--- config.mk ---
export PLATFORM = sky130hd
export DESIGN_NAME = hpu_ctrl_regs
export DESIGN_NICKNAME = d
export VERILOG_FILES = /design/src/rtl/hpu_ctrl_pkg.sv /design/src/rtl/hpu_axil_fsm.sv /design/src/rtl/hpu_ctrl_regs.sv
export SDC_FILE = /design/constraint.sdc
export NUM_CORES = 1
export LEC_CHECK = 0
export CORE_AREA = 2 2 167 169
export DETAILED_ROUTE_END_ITERATION = 10
export DIE_AREA = 0 0 169 171
export HOLD_SLACK_MARGIN = 0.12
export PLACE_DENSITY = 0.81
export SLEW_MARGIN = 20
export SYNTH_ARGS = -nofsm -noshare
export SYNTH_HDL_FRONTEND = slang
export SYNTH_SLANG_ARGS = --single-unit
export TNS_END_PERCENT = 20
--- constraint.sdc ---
create_clock -name S_AXI_ACLK -period 2.4 [get_ports S_AXI_ACLK]
set_input_delay 0.36 -clock S_AXI_ACLK [delete_from_list [all_inputs] [get_ports S_AXI_ACLK]]
set_output_delay 0.36 -clock S_AXI_ACLK [all_outputs]
set_load 0.02 [all_outputs]
--- src/rtl/hpu_ctrl_pkg.sv ---
// rtl/hpu_ctrl_pkg.sv - HPU control register map, status bits, AXI-Lite codes and FSM states
// Optional macro HPU_CTRL_IRQ_EN adds the IRQ_EN register word index.
package hpu_ctrl_pkg;

  // Word indices (byte offset >> 2)
  localparam int REG_CTRL     = 0;
  localparam int REG_STATUS   = 1;
`ifdef HPU_CTRL_IRQ_EN
  localparam int REG_IRQ_EN   = 2;
`endif
  localparam int REG_VERSION  = 3;
  localparam int REG_SCRATCH  = 4;
  localparam int REG_CFG_BASE = 8;

  localparam int STAT_BUSY     = 0;
  localparam int STAT_RUN_DONE = 1;
  localparam int STAT_MAT_DONE = 2;

  localparam logic [1:0] RESP_OKAY   = 2'b00;
  localparam logic [1:0] RESP_SLVERR = 2'b10;
  localparam logic [1:0] RESP_DECERR = 2'b11;

  typedef enum logic [2:0] {
    ST_IDLE  = 3'd0,
    ST_AW    = 3'd1,
    ST_W     = 3'd2,
    ST_WRESP = 3'd3,
    ST_RADDR = 3'd4,
    ST_RDATA = 3'd5
  } axil_state_t;

  function automatic logic [31:0] apply_strb(input logic [31:0] old_v,
                                             input logic [31:0] new_v,
                                             input logic [3:0]  strb);
    logic [31:0] r;
    for (int b = 0; b < 4; b++)
      r[8*b +: 8] = strb[b] ? new_v[8*b +: 8] : old_v[8*b +: 8];
    return r;
  endfunction

endpackage

--- src/rtl/hpu_axil_fsm.sv ---
// rtl/hpu_axil_fsm.sv - AXI4-Lite handshake FSM with address/data capture and commit/read strobes
module hpu_axil_fsm
  import hpu_ctrl_pkg::*;
#(
  parameter int ADDR_W = 12
) (
  input  logic              clk,
  input  logic              rst_n,
  input  logic [ADDR_W-1:0] awaddr,
  input  logic              awvalid,
  output logic              awready,
  input  logic [31:0]       wdata,
  input  logic [3:0]        wstrb,
  input  logic              wvalid,
  output logic              wready,
  output logic [1:0]        bresp,
  output logic              bvalid,
  input  logic              bready,
  input  logic [ADDR_W-1:0] araddr,
  input  logic              arvalid,
  output logic              arready,
  output logic              rvalid,
  input  logic              rready,
  output logic              wr_en,
  output logic [ADDR_W-1:0] wr_addr,
  output logic [31:0]       wr_data,
  output logic [3:0]        wr_strb,
  input  logic [1:0]        wr_resp,
  output logic              rd_en,
  output logic [ADDR_W-1:0] rd_addr
);

  axil_state_t       state;
  logic [ADDR_W-1:0] aw_q;
  logic [ADDR_W-1:0] ar_q;
  logic [31:0]       wd_q;
  logic [3:0]        ws_q;
  logic [1:0]        bresp_q;

  assign awready = (state == ST_IDLE) || (state == ST_W);
  assign wready  = (state == ST_IDLE) || (state == ST_AW);
  assign arready = (state == ST_IDLE);
  assign bvalid  = (state == ST_WRESP);
  assign rvalid  = (state == ST_RDATA);
  assign bresp   = bresp_q;

  // Commit fires on the transition into WRESP; whichever half arrived first comes from the capture regs.
  assign wr_en   = ((state == ST_IDLE) && awvalid && wvalid) ||
                   ((state == ST_AW) && wvalid) ||
                   ((state == ST_W) && awvalid);
  assign wr_addr = (state == ST_AW) ? aw_q : awaddr;
  assign wr_data = (state == ST_W) ? wd_q : wdata;
  assign wr_strb = (state == ST_W) ? ws_q : wstrb;
  assign rd_en   = (state == ST_RADDR);
  assign rd_addr = ar_q;

  always_ff @(posedge clk or negedge rst_n) begin
    if (!rst_n) begin
      state   <= ST_IDLE;
      aw_q    <= '0;
      ar_q    <= '0;
      wd_q    <= '0;
      ws_q    <= '0;
      bresp_q <= RESP_OKAY;
    end else begin
      if (wr_en) bresp_q <= wr_resp;
      case (state)
        ST_IDLE: begin
          if (awvalid && wvalid) state <= ST_WRESP;
          else if (awvalid) begin
            state <= ST_AW;
            aw_q  <= awaddr;
          end else if (wvalid) begin
            state <= ST_W;
            wd_q  <= wdata;
            ws_q  <= wstrb;
          end else if (arvalid) begin
            state <= ST_RADDR;
            ar_q  <= araddr;
          end
        end
        ST_AW:    if (wvalid)  state <= ST_WRESP;
        ST_W:     if (awvalid) state <= ST_WRESP;
        ST_WRESP: if (bready)  state <= ST_IDLE;
        ST_RADDR: state <= ST_RDATA;
        ST_RDATA: if (rready)  state <= ST_IDLE;
        default:  state <= ST_IDLE;
      endcase
    end
  end

endmodule

--- src/rtl/hpu_ctrl_regs.sv ---
// rtl/hpu_ctrl_regs.sv - HPU AXI4-Lite control/status/config register file (optional HPU_CTRL_IRQ_EN)
module hpu_ctrl_regs
  import hpu_ctrl_pkg::*;
#(
  parameter int          NUM_CFG = 4,
  parameter int          ADDR_W  = 12,
  parameter logic [31:0] VERSION = 32'h0001_0000
) (
  input  logic                   S_AXI_ACLK,
  input  logic                   S_AXI_ARESETN,
  input  logic [ADDR_W-1:0]      S_AXI_AWADDR,
  input  logic                   S_AXI_AWVALID,
  output logic                   S_AXI_AWREADY,
  input  logic [31:0]            S_AXI_WDATA,
  input  logic [3:0]             S_AXI_WSTRB,
  input  logic                   S_AXI_WVALID,
  output logic                   S_AXI_WREADY,
  output logic [1:0]             S_AXI_BRESP,
  output logic                   S_AXI_BVALID,
  input  logic                   S_AXI_BREADY,
  input  logic [ADDR_W-1:0]      S_AXI_ARADDR,
  input  logic                   S_AXI_ARVALID,
  output logic                   S_AXI_ARREADY,
  output logic [31:0]            S_AXI_RDATA,
  output logic [1:0]             S_AXI_RRESP,
  output logic                   S_AXI_RVALID,
  input  logic                   S_AXI_RREADY,
  input  logic                   mat_fin,
  input  logic                   run_fin,
  input  logic                   busy,
  output logic                   matw,
  output logic                   run,
  output logic                   last,
  output logic [NUM_CFG*32-1:0]  cfg
`ifdef HPU_CTRL_IRQ_EN
  ,
  output logic                   irq
`endif
);

  localparam int IW = ADDR_W - 2;
  localparam logic [IW-1:0] IDX_CTRL    = IW'(REG_CTRL);
  localparam logic [IW-1:0] IDX_STATUS  = IW'(REG_STATUS);
  localparam logic [IW-1:0] IDX_VERSION = IW'(REG_VERSION);
  localparam logic [IW-1:0] IDX_SCRATCH = IW'(REG_SCRATCH);
  localparam logic [IW-1:0] IDX_CFG     = IW'(REG_CFG_BASE);
  localparam logic [IW-1:0] IDX_CFG_END = IW'(REG_CFG_BASE + NUM_CFG);
`ifdef HPU_CTRL_IRQ_EN
  localparam logic [IW-1:0] IDX_IRQ_EN  = IW'(REG_IRQ_EN);
`endif

  logic              wr_en, rd_en;
  logic [ADDR_W-1:0] wr_addr, rd_addr;
  logic [31:0]       wr_data;
  logic [3:0]        wr_strb;
  logic [1:0]        wr_resp;
  logic [IW-1:0]     wr_idx, rd_idx;
  logic              wr_ok, ctrl_we;
  logic [2:1]        status_clr;
  logic              run_done, mat_done, run_done_n, mat_done_n;
  logic [31:0]       scratch;
  logic [31:0]       cfg_q [NUM_CFG];
  logic [31:0]       rd_word, rdata_q;
  logic [1:0]        rresp_q;
  logic              unused_addr_lsbs;

  function automatic logic [1:0] decode(input logic [IW-1:0] idx, input logic is_wr);
    logic [1:0] r;
    r = RESP_DECERR;
    if (idx == IDX_CTRL || idx == IDX_STATUS || idx == IDX_SCRATCH ||
        (idx >= IDX_CFG && idx < IDX_CFG_END))
      r = RESP_OKAY;
`ifdef HPU_CTRL_IRQ_EN
    if (idx == IDX_IRQ_EN) r = RESP_OKAY;
`endif
    if (idx == IDX_VERSION) r = is_wr ? RESP_SLVERR : RESP_OKAY;
    return r;
  endfunction

  hpu_axil_fsm #(.ADDR_W(ADDR_W)) u_fsm (
    .clk     (S_AXI_ACLK),
    .rst_n   (S_AXI_ARESETN),
    .awaddr  (S_AXI_AWADDR),
    .awvalid (S_AXI_AWVALID),
    .awready (S_AXI_AWREADY),
    .wdata   (S_AXI_WDATA),
    .wstrb   (S_AXI_WSTRB),
    .wvalid  (S_AXI_WVALID),
    .wready  (S_AXI_WREADY),
    .bresp   (S_AXI_BRESP),
    .bvalid  (S_AXI_BVALID),
    .bready  (S_AXI_BREADY),
    .araddr  (S_AXI_ARADDR),
    .arvalid (S_AXI_ARVALID),
    .arready (S_AXI_ARREADY),
    .rvalid  (S_AXI_RVALID),
    .rready  (S_AXI_RREADY),
    .wr_en   (wr_en),
    .wr_addr (wr_addr),
    .wr_data (wr_data),
    .wr_strb (wr_strb),
    .wr_resp (wr_resp),
    .rd_en   (rd_en),
    .rd_addr (rd_addr)
  );

  assign unused_addr_lsbs = ^{wr_addr[1:0], rd_addr[1:0]};
  assign wr_idx      = wr_addr[ADDR_W-1:2];
  assign rd_idx      = rd_addr[ADDR_W-1:2];
  assign wr_resp     = decode(wr_idx, 1'b1);
  assign wr_ok       = wr_en && (wr_resp == RESP_OKAY);
  assign ctrl_we     = wr_ok && (wr_idx == IDX_CTRL) && wr_strb[0];
  assign status_clr  = (wr_ok && (wr_idx == IDX_STATUS) && wr_strb[0]) ? wr_data[2:1] : 2'b00;
  // A datapath completion in the same cycle as its W1C wins, so no event is lost.
  assign run_done_n  = run_fin | (run_done & ~status_clr[STAT_RUN_DONE]);
  assign mat_done_n  = mat_fin | (mat_done & ~status_clr[STAT_MAT_DONE]);
  assign S_AXI_RDATA = rdata_q;
  assign S_AXI_RRESP = rresp_q;

  for (genvar k = 0; k < NUM_CFG; k++) begin : g_cfg
    assign cfg[32*k +: 32] = cfg_q[k];
  end

`ifdef HPU_CTRL_IRQ_EN
  logic [2:1] irq_en, irq_en_n;
  assign irq_en_n = (wr_ok && (wr_idx == IDX_IRQ_EN) && wr_strb[0]) ? wr_data[2:1] : irq_en;

  always_ff @(posedge S_AXI_ACLK or negedge S_AXI_ARESETN) begin
    if (!S_AXI_ARESETN) begin
      irq_en <= '0;
      irq    <= 1'b0;
    end else begin
      irq_en <= irq_en_n;
      irq    <= (mat_done_n & irq_en_n[STAT_MAT_DONE]) | (run_done_n & irq_en_n[STAT_RUN_DONE]);
    end
  end
`endif

  always_comb begin
    rd_word = '0;
    if (rd_idx == IDX_CTRL) rd_word[2:0] = {last, run, matw};
    else if (rd_idx == IDX_STATUS) begin
      rd_word[STAT_BUSY]     = busy;
      rd_word[STAT_RUN_DONE] = run_done;
      rd_word[STAT_MAT_DONE] = mat_done;
    end
    else if (rd_idx == IDX_VERSION) rd_word = VERSION;
    else if (rd_idx == IDX_SCRATCH) rd_word = scratch;
`ifdef HPU_CTRL_IRQ_EN
    else if (rd_idx == IDX_IRQ_EN) rd_word[2:1] = irq_en;
`endif
    else begin
      for (int k = 0; k < NUM_CFG; k++)
        if (rd_idx == IDX_CFG + IW'(k)) rd_word = cfg_q[k];
    end
  end

  always_ff @(posedge S_AXI_ACLK or negedge S_AXI_ARESETN) begin
    if (!S_AXI_ARESETN) begin
      matw     <= 1'b0;
      run      <= 1'b0;
      last     <= 1'b0;
      run_done <= 1'b0;
      mat_done <= 1'b0;
      scratch  <= '0;
      rdata_q  <= '0;
      rresp_q  <= RESP_OKAY;
      for (int k = 0; k < NUM_CFG; k++) cfg_q[k] <= '0;
    end else begin
      if (ctrl_we) {last, run, matw} <= wr_data[2:0];
      else if (mat_fin) matw <= 1'b0;
      run_done <= run_done_n;
      mat_done <= mat_done_n;
      if (wr_ok && (wr_idx == IDX_SCRATCH))
        scratch <= apply_strb(scratch, wr_data, wr_strb);
      for (int k = 0; k < NUM_CFG; k++)
        if (wr_ok && (wr_idx == IDX_CFG + IW'(k)))
          cfg_q[k] <= apply_strb(cfg_q[k], wr_data, wr_strb);
      if (rd_en) begin
        rdata_q <= rd_word;
        rresp_q <= decode(rd_idx, 1'b0);
      end
    end
  end

endmodule

After elaboration in Yosys (flattened, before gate mapping)
Index checks and enable logic that the tools add are counted.

word-level totals
  word-level logic and storage cells = 155
  input port bits = 70
  flip-flop bits (word level) = 264

cells by class
  magnitude comparators = 4
  equality and inequality tests = 24
  multiplexer cells = 29
  bitwise operators = 9
  reduce and logical (&&, ||, !) cells = 56

operators with widths
  cell                 number
  $mux 32              7
  $eq 10x4->1 const B  8
  $mux 29              2
  $reduce_and 2->1     20
  $mux 3               10
  $eq 10x1->1 const B  2
  $eq 10x2->1 const B  2
  $eq 10x3->1 const B  2
  $ge 10x4->1 const B  2
  $logic_not 10->1     2
  $lt 10x4->1 const B  2
  $pmux 3 s6           1
  $logic_and 1x1->1    17
  $mux 12              1
  $logic_or 1x1->1     10
  $mux 2               5
  $reduce_and 5->1     2
  $eq 3x2->1 const B   2
  $eq 3x3->1 const B   2
  $ne 5x4->1 const B   1
  $not 1->1            5
  $mux 4               1
  $ne 2x1->1 const B   2
  $ne 2x2->1 const B   2
  9 further kinds      12

Longest topological paths before layout
Gate-level depths: netlist of the first run.

  depth after elaboration = 16
  mapped depth = 7

Modules after synthesis
A second synthesis of the first run with hierarchy kept.

unflattened totals
  cells, all modules = 919
  area total of the unflattened synthesis = 12321.8 um^2

by module, submodules not included
  module         times used  cells an instance  area an instance (um^2)
  hpu_ctrl_regs  1           695                9118.7
  hpu_axil_fsm   1           224                3203.1

Worst setup path after synthesis of the first run
No wires, ideal clock.

  path kind = reg-to-reg
  start = reg u_fsm.state[2]
  end = reg cfg_q (netlist bit cfg[32])
  cell stages (with the launch flop) = 7
  period minus slack after synthesis = 2268 ps
  data required time = 2275 ps
  setup slack = 132 ps
  arrival time = 2144 ps
  cell sequence = dfrtp_1 buf_6 or3b_1 buf_6 mux2_4 a2111oi_4 mux2_2

between the ends
  cells in the longest elaborated chain, start to end = 12

RTL lines
  element                                               line                  text
  start, declared                                       hpu_axil_fsm.sv:33    axil_state_t state;
  start signal, assigned                                hpu_axil_fsm.sv:59    state <= ST_IDLE;
  start signal, assigned                                hpu_axil_fsm.sv:69    if (awvalid && wvalid) state <= ST_WRESP;
  start signal, assigned                                hpu_axil_fsm.sv:71    state <= ST_AW;
  branches (longest 12 deep; another with $ge 10x4->1)  --
  end signal, assigned by index                         hpu_ctrl_regs.sv:178  cfg_q[k] <= apply_strb(cfg_q[k], wr_data, wr_strb);
  end, declared                                         hpu_ctrl_regs.sv:62   logic [31:0] cfg_q [NUM_CFG];

Several ways; the timed one is not identified.
A chain may end at the register's enable or synchronous reset.

Worst setup path in the final report of the first run
  start = reg u_fsm.aw_q[8]
  end = reg cfg_q (netlist bit cfg[45])

between the ends
  cells in the longest elaborated chain, start to end = 11

RTL lines
  element                                              line                  text
  start, declared                                      hpu_axil_fsm.sv:34    logic [ADDR_W-1:0] aw_q;
  start signal, assigned                               hpu_axil_fsm.sv:72    aw_q <= awaddr;
  $mux 12 *                                            hpu_axil_fsm.sv:51    assign wr_addr = (state == ST_AW) ? aw_q : awaddr;
  branches (longest 8 deep; another with $ge 10x4->1)  --
  $logic_and 1x1->1 *                                  hpu_ctrl_regs.sv:177  if (wr_ok && (wr_idx == IDX_CFG + IW'(k)))
  $reduce_and 2->1 (no source line) *                  --

Mark *: on every way between the ends.

==> results of run 1 <==
## stage by stage
| step | TNS (ns) | util [%] | cells | instance area [µm²] | power, mW |
|---|---|---|---|---|---|
| after floorplan | 0 | - | 827 | 12000 | 8.79 |
| after global placement | -36.67 | 56.2 | 1428 | 15400 | 10.6 |
| after detailed placement | -35.97 | 56.2 | 1428 | 15400 | 10.7 |
| after CTS | 0 | 59.7 | 1479 | 16300 | 15.0 |
| after global routing | -0.0649 | 59.7 | 1480 | 16300 | 15.7 |
| final | 0 | 59.7 | 1480 | 16300 | 15.0 |
## where the power goes
| group | internal, mW | switching (mW) | total [mW] |
|---|---|---|---|
| Clock | 2.47 | 1.77 | 4.23 |
| Sequential | 5.20 | 0.655 | 5.85 |
| Combinational | 2.36 | 2.51 | 4.88 |
## worst max-delay path, delay by kind of cell, from the launching register on
| kind | cells | cell delay, ns |
|---|---|---|
| buf+inv | 4 | 0.73 |
| simple gates | 2 | 0.47 |
| flops | 1 | 0.41 |
| mux | 1 | 0.34 |
| compound gates | 1 | 0.28 |
## Yosys cell counts (all sizes together)
cell / instances / area, µm²
nor2: 15 / 56.3
a31oi: 3 / 25.0
o21bai: 1 / 7.51
nor3: 5 / 25.0
inv: 12 / 45.0
and4b: 3 / 30.0
nand2b: 3 / 18.8
o41a: 1 / 11.3
nand4: 2 / 12.5
o21ai: 31 / 155
mux4: 32 / 721
or2: 2 / 12.5
nand3: 4 / 20.0
nor4b: 3 / 26.3
nor3b: 10 / 86.3
a2bb2oi: 2 / 17.5
nand3b: 9 / 67.6
a21oi: 5 / 36.3
a211oi: 15 / 238
a32o: 1 / 10.0
nand2: 36 / 135
mux2i: 4 / 40.0
and3: 1 / 6.26
dfrtp: 259 / 6480
nor4: 5 / 31.3
nand4b: 2 / 17.5
a221oi: 7 / 61.3
and3b: 1 / 8.76
buf: 22 / 130
or3b: 1 / 8.76
mux2: 254 / 2870
a2111oi: 6 / 134
o31ai: 4 / 30.0
nor2b: 1 / 6.26
clkbuf: 29 / 109
or3: 2 / 12.5
a22oi: 28 / 210
a211o: 6 / 52.6
## registers in the layout, indices dropped and copies added, names as in the netlist
register	flops
run_done	1
u_fsm.wd_q	32
u_fsm.ws_q	4
matw	1
mat_done	1
scratch	32
last	1
run	1
u_fsm.bresp	2
u_fsm.state	3
S_AXI_RRESP	1
u_fsm.rd_addr	10
u_fsm.aw_q	10
cfg	128
S_AXI_RDATA	32
## how the worst min path moves through the flow
| stage | slack [ns] | to |
|---|---|---|
| after detailed placement | 0.34 | u_fsm.aw_q[6]$_DFFE_PN0P_ |
| after floorplan | 0.06 | S_AXI_RDATA[0]$_DFFE_PN0N_ |
| final | 0.35 | u_fsm.aw_q[8]$_DFFE_PN0P_ |
| after CTS | 0.36 | u_fsm.aw_q[6]$_DFFE_PN0P_ |
| after global placement | 0.34 | S_AXI_RDATA[18]$_DFFE_PN0N_ |
| after global routing | 0.39 | u_fsm.aw_q[8]$_DFFE_PN0P_ |
## final cells by class
cell class / instances / area (µm²)
multi-input cells: 505 / 5250
inverters: 12 / 45.0
clock inverters: 12 / 145
clock buffers: 38 / 768
repair buffers: 307 / 3190
fillers: 2153 / 11000
well taps: 346 / 433
diodes: 1 / 2.50
flip-flops and latches: 259 / 6480
## placed cells by master (no fill, tap or decap), types with 4 or more instances in the layout
cell type	Yosys	layout
dfrtp_1	259	257
mux2_2	252	252
clkdlybuf4s50_1	0	232
buf_4	4	45
nand2_1	36	36
mux4_2	32	32
o21ai_0	30	30
a22oi_1	28	28
clkbuf_16	0	28
buf_12	0	23
nor2_1	15	15
inv_1	12	12
nor3b_1	9	9
nand3b_1	9	9
a211oi_4	8	8
a221oi_1	7	7
clkbuf_1	29	7
a211o_1	6	6
clkinv_2	0	6
a211oi_2	5	5
o31ai_1	4	4
nor3_1	5	4
a2111oi_4	4	4
## logic make-up after synthesis
family | after synthesis | share of synthesized area [%]
DFF | 259 | 54.2
buffers and inverters | 63 | 2.37
AOI/OAI and AO/OA | 110 | 8.26
muxes | 290 | 30.3
and+or+nand+nor | 105 | 4.86
## timing repair
item                                    in CTS  in global routing
pin swaps                                    0                  1
gates resized for setup                      8                  4
hold endpoints to repair                    55                  0
endpoints found under the setup margin     109                 88
hold buffers                                 1                  0
## per-layer routing
layer	vias to the layer above	part of all wire, %
met5	-	0
met4	0	2.5
met3	62	6.6
met2	279	49
met1	4327	42
li1	3679	-
==> results.json, run 1 <==
{
  "worst_slack_ns": 0.0510,
  "synth_seq_cells": 259,
  "outcome": "completed",
  "critPathSlowestCell": "dfrtp_1",
  "synth-seq-area-share_pct": 54.2,
  "grt_use_met2_pct": 38.7,
  "num_vias": 8347,
  "drive_gt1_share_pct": 38.5,
  "area_growth_syn_to_layout_pct": 36.4,
  "hpwl_um": 22500,
  "finClkSkew_ns": 0.0178,
  "die_height_um": 171,
  "nNetsFinal": 1183,
  "cp-end-kind": "register",
  "row_count": 61,
  "worstRegToRegCells": 8,
  "start_kind": "register",
  "antenna_left": 0,
  "gp_congestion": 0.825,
  "met1_usage_pct": 29.4,
  "crit_top_cell": "buf_12",
  "grt_max_degree": 66,
  "cp-endpoint": "cfg[45]$_DFFE_PN0P_",
  "port-buffer-count": 237,
  "cts_buffers": 28,
  "cts_tree": "done",
  "slowest_delay_ns": 0.41,
  "grtUsageTotal_pct": 22.7,
  "met3_usage_pct": 5.25,
  "crit_arrival_ns": 2.79,
  "dieArea_mm2": 0.0289,
  "synth.cell_area_mm2": 0.0120,
  "rrSetupSlack_ns": 0.05,
  "crit_type": "register to register",
  "clkTransAtPathRegs_ns": 0.06,
  "hold_path_class": "input pin to asynchronous set/reset pin",
  "syn_area_per_cell_um2": 14.5,
  "required_ns": 2.84,
  "max_freq_mhz": 426,
  "synth_warnings": 0,
  "setup_viol": 0,
  "whs_ns": 0.347,
  "yosysUniqueCellTypes": 50,
  "grt_overflow_total": 0,
  "critPathMaxFanout": 15,
  "r2r_end": "cfg[45]$_DFFE_PN0P_",
  "p_leak_nw": 6.97,
  "p_per_area_mw_per_mm2": 917,
  "syn_nets": 897,
  "cts_root_buf": "clkbuf_16",
  "hold_viol": 0,
  "tightest_slew_ns": 0.682,
  "maxCapViolations": 0,
  "drt-initial-drc-count": 465,
  "period_share_pct": 97.9,
  "crit_path_cell_trace": "nor4_4, buf_4, nand4b_1, buf_6, buf_12, a211oi_4, buf_12, mux2_2",
  "grt_pass1_wl_um": 50600,
  "coreArea_mm2": 0.0273,
  "io_pins": 242,
  "grt_pass1_vias": 8808,
  "wl_per_cell_um": 22.3,
  "clock_path_buffers": 3,
  "htreeDepth": 1,
  "max-vdd-ir-drop_uv": 642,
  "place_ws_ns": -0.356,
  "layout_min_cycle_time_ns": 2.35,
  "drc": 0,
  "start_util_pct": 43.8,
  "busiest_layer": "met2",
  "die_w_um": 169,
  "drt_pre_antenna_iters": 5,
  "crit_start": "u_fsm.aw_q[8]$_DFFE_PN0P_",
  "via_per_inst": 5.64,
  "antenna_found_initial": 1,
  "netlist_instances": 827,
  "cts.sinks": 259,
  "clk_latency_ns": 0.56,
  "relSlewSlack_pct": 54.5,
  "wl_um": 33000,
  "rsz0062_at_grt": "true",
  "drv_slew": 0,
  "postCtsSetupRepairBufs": 0,
  "rr_startpoint": "u_fsm.aw_q[8]$_DFFE_PN0P_"
}
Power figures use the tool's default switching activity.
==> run 2: changes to the inputs <==
--- a/config.mk
+++ b/config.mk
@@ -5,11 +5,12 @@
 export SDC_FILE = /design/constraint.sdc
 export NUM_CORES = 1
 export LEC_CHECK = 0
+export CAP_MARGIN = 15
 export CORE_AREA = 2 2 167 169
 export DETAILED_ROUTE_END_ITERATION = 10
 export DIE_AREA = 0 0 169 171
 export HOLD_SLACK_MARGIN = 0.12
-export PLACE_DENSITY = 0.81
+export PLACE_DENSITY = 0.78
 export SLEW_MARGIN = 20
 export SYNTH_ARGS = -nofsm -noshare
 export SYNTH_HDL_FRONTEND = slang
==> run 2 against run 1 <==
Compared with the run above: sequential power decreased by 0.7%; combinational power increased by 1%; die area is the same; clock skew barely moved; final cell count increased by 0.41%; non-clock buffer count rose by 6; flip-flop and latch count unchanged; global-route usage rose by 0.48 points.
==> results.json, run 2 (same netlist as run 1, synthesis figures left out) <==
{
  "outcome": "completed",
  "finalPower_mw": 15.0,
  "setup_viol": 0,
  "switchingPower_mw": 4.96,
  "num_antenna_cells": 0,
  "antenna_found_initial": 1,
  "grt_pass1_wl_um": 51600,
  "gp_congestion": 0.843,
  "power_frac_clock_pct": 28.3,
  "rsz0062_at_grt": "false",
  "dp.cells": 1434,
  "cts.sinks": 259,
  "max-vdd-ir-drop_uv": 591,
  "cts_buffers": 28,
  "crit_type": "register to register",
  "antenna_left": 0,
  "grt_overflow_total": 0,
  "relSlewSlack_pct": 55.6,
  "coreArea_mm2": 0.0273,
  "grtUsageTotal_pct": 23.2,
  "cts_tree": "done",
  "p_per_area_mw_per_mm2": 918,
  "area_growth_syn_to_layout_pct": 36.5,
  "start_util_pct": 43.8,
  "drv_slew": 0,
  "drt_pre_antenna_iters": 5,
  "tns_ns": 0,
  "layoutNonFillerInstCount": 1486,
  "hold_path_class": "input pin to asynchronous set/reset pin",
  "switching_share_pct": 33.1,
  "rr_startpoint": "u_fsm.state[2]$_DFFE_PN0P_",
  "period_share_pct": 96.8,
  "htreeDepth": 1,
  "dieArea_mm2": 0.0289,
  "clock_path_buffers": 3,
  "p_leak_nw": 7.00,
  "crit_start": "u_fsm.state[2]$_DFFE_PN0P_",
  "wl_per_cell_um": 22.3,
  "hpwl_um": 22700,
  "place_ws_ns": -0.257,
  "grt_pass1_vias": 8937,
  "maxCapViolations": 0,
  "port-buffer-count": 237,
  "whs_ns": 0.271,
  "largest_register_ffs": 128,
  "drc": 0,
  "worst_slack_ns": 0.0779,
  "design_area_mm2": 0.0163,
  "grt_max_degree": 91,
  "nNetsFinal": 1189,
  "finClkSkew_ns": 0.0179,
  "hold_viol": 0,
  "drt-initial-drc-count": 532,
  "p_seq_share_pct": 38.8,
  "crit_arrival_ns": 2.77,
  "io_pins": 242,
  "die_height_um": 171,
  "final_cell_mix": "257 x dfrtp_1, 252 x mux2_2, 231 x clkdlybuf4s50_1",
  "internal-power_mw": 10.0,
  "cp-end-kind": "register",
  "p_comb_share_pct": 32.9,
  "rrSetupSlack_ns": 0.08,
  "wl_um": 33200,
  "critPathMaxFanout": 8,
  "required_ns": 2.85,
  "fin_util_pct": 59.8,
  "cts_root_buf": "clkbuf_16",
  "start_kind": "register",
  "tightest_slew_ns": 0.666,
  "max_freq_mhz": 431,
  "num_vias": 8334,
  "layout_min_cycle_time_ns": 2.32,
  "layout.cells.most_common": "dfrtp_1",
  "drive_gt1_share_pct": 38.4,
  "clkTransAtPathRegs_ns": 0.06,
  "die_w_um": 169,
  "via_per_inst": 5.61,
  "post_dp_cell_area_mm2": 0.0154,
  "row_count": 61,
  "clk_latency_ns": 0.57
}
run 2: path summary, 6_finish.rpt:
path	end	depth (start not counted)
worst max register to register	cfg[37]$_DFFE_PN0P_	5
worst min register to register	S_AXI_RDATA[24]$_DFFE_PN0N_	2
worst max-delay path	cfg[37]$_DFFE_PN0P_	5
min in group S_AXI_ACLK	run_done$_DFF_PN0_	3
max in group asynchronous	S_AXI_RDATA[25]$_DFFE_PN0N_	3
worst min-delay path	cfg[51]$_DFFE_PN0P_	2
run 2: layout make-up:
| class | instances | area, µm² |
|---|---|---|
| fillers | 2160 | 11000 |
| flip-flops and latches | 259 | 6480 |
| multi-input cells | 505 | 5240 |
| repair buffers | 313 | 3230 |
| clock buffers | 41 | 769 |
| well taps | 346 | 433 |
| clock inverters | 10 | 134 |
| inverters | 12 | 45.0 |
run 2: what timing repair did:
item                                    4_1_cts  5_1_grt
endpoints found under the hold margin       232        0
hold buffers                                  1        0
buffers inserted                              0        0
resized for setup                             5        7
pin swaps                                     0        4
endpoints found under the setup margin        4       40
run 2: per-layer routing:
metal | track usage [%] | wire length (µm)
met3 | 5.90 | 2470
met4 | 6.24 | 824
met1 | 31.3 | 14000
met2 | 37.6 | 15800
met5 | 0 | 13
run 2: power by group through the flow:
stage / clock, mW / sequential (mW) / combinational, mW
after floorplan: 0 / 5.94 / 2.85
after global placement: 0 / 5.81 / 4.83
after detailed placement: 0 / 5.86 / 4.93
after CTS: 4.30 / 5.80 / 4.94
after global routing: 4.48 / 5.92 / 5.26
final: 4.24 / 5.81 / 4.93
run 2: worst max-delay path, stage by stage, from the launching register on:
cell	delay, ns
dfrtp_1	0.42
or3b_1	0.56
mux2_4	0.44
a2111oi_4	0.26
buf_12	0.19
mux2_2	0.34
==> run 3: changes to the inputs <==
--- a/config.mk
+++ b/config.mk
@@ -11,7 +11,6 @@
 export DIE_AREA = 0 0 169 171
 export HOLD_SLACK_MARGIN = 0.12
 export PLACE_DENSITY = 0.78
-export SLEW_MARGIN = 20
 export SYNTH_ARGS = -nofsm -noshare
 export SYNTH_HDL_FRONTEND = slang
 export SYNTH_SLANG_ARGS = --single-unit
==> results of run 3 <==
No change in the layout: final DEF, timing and power equal those of run 2.
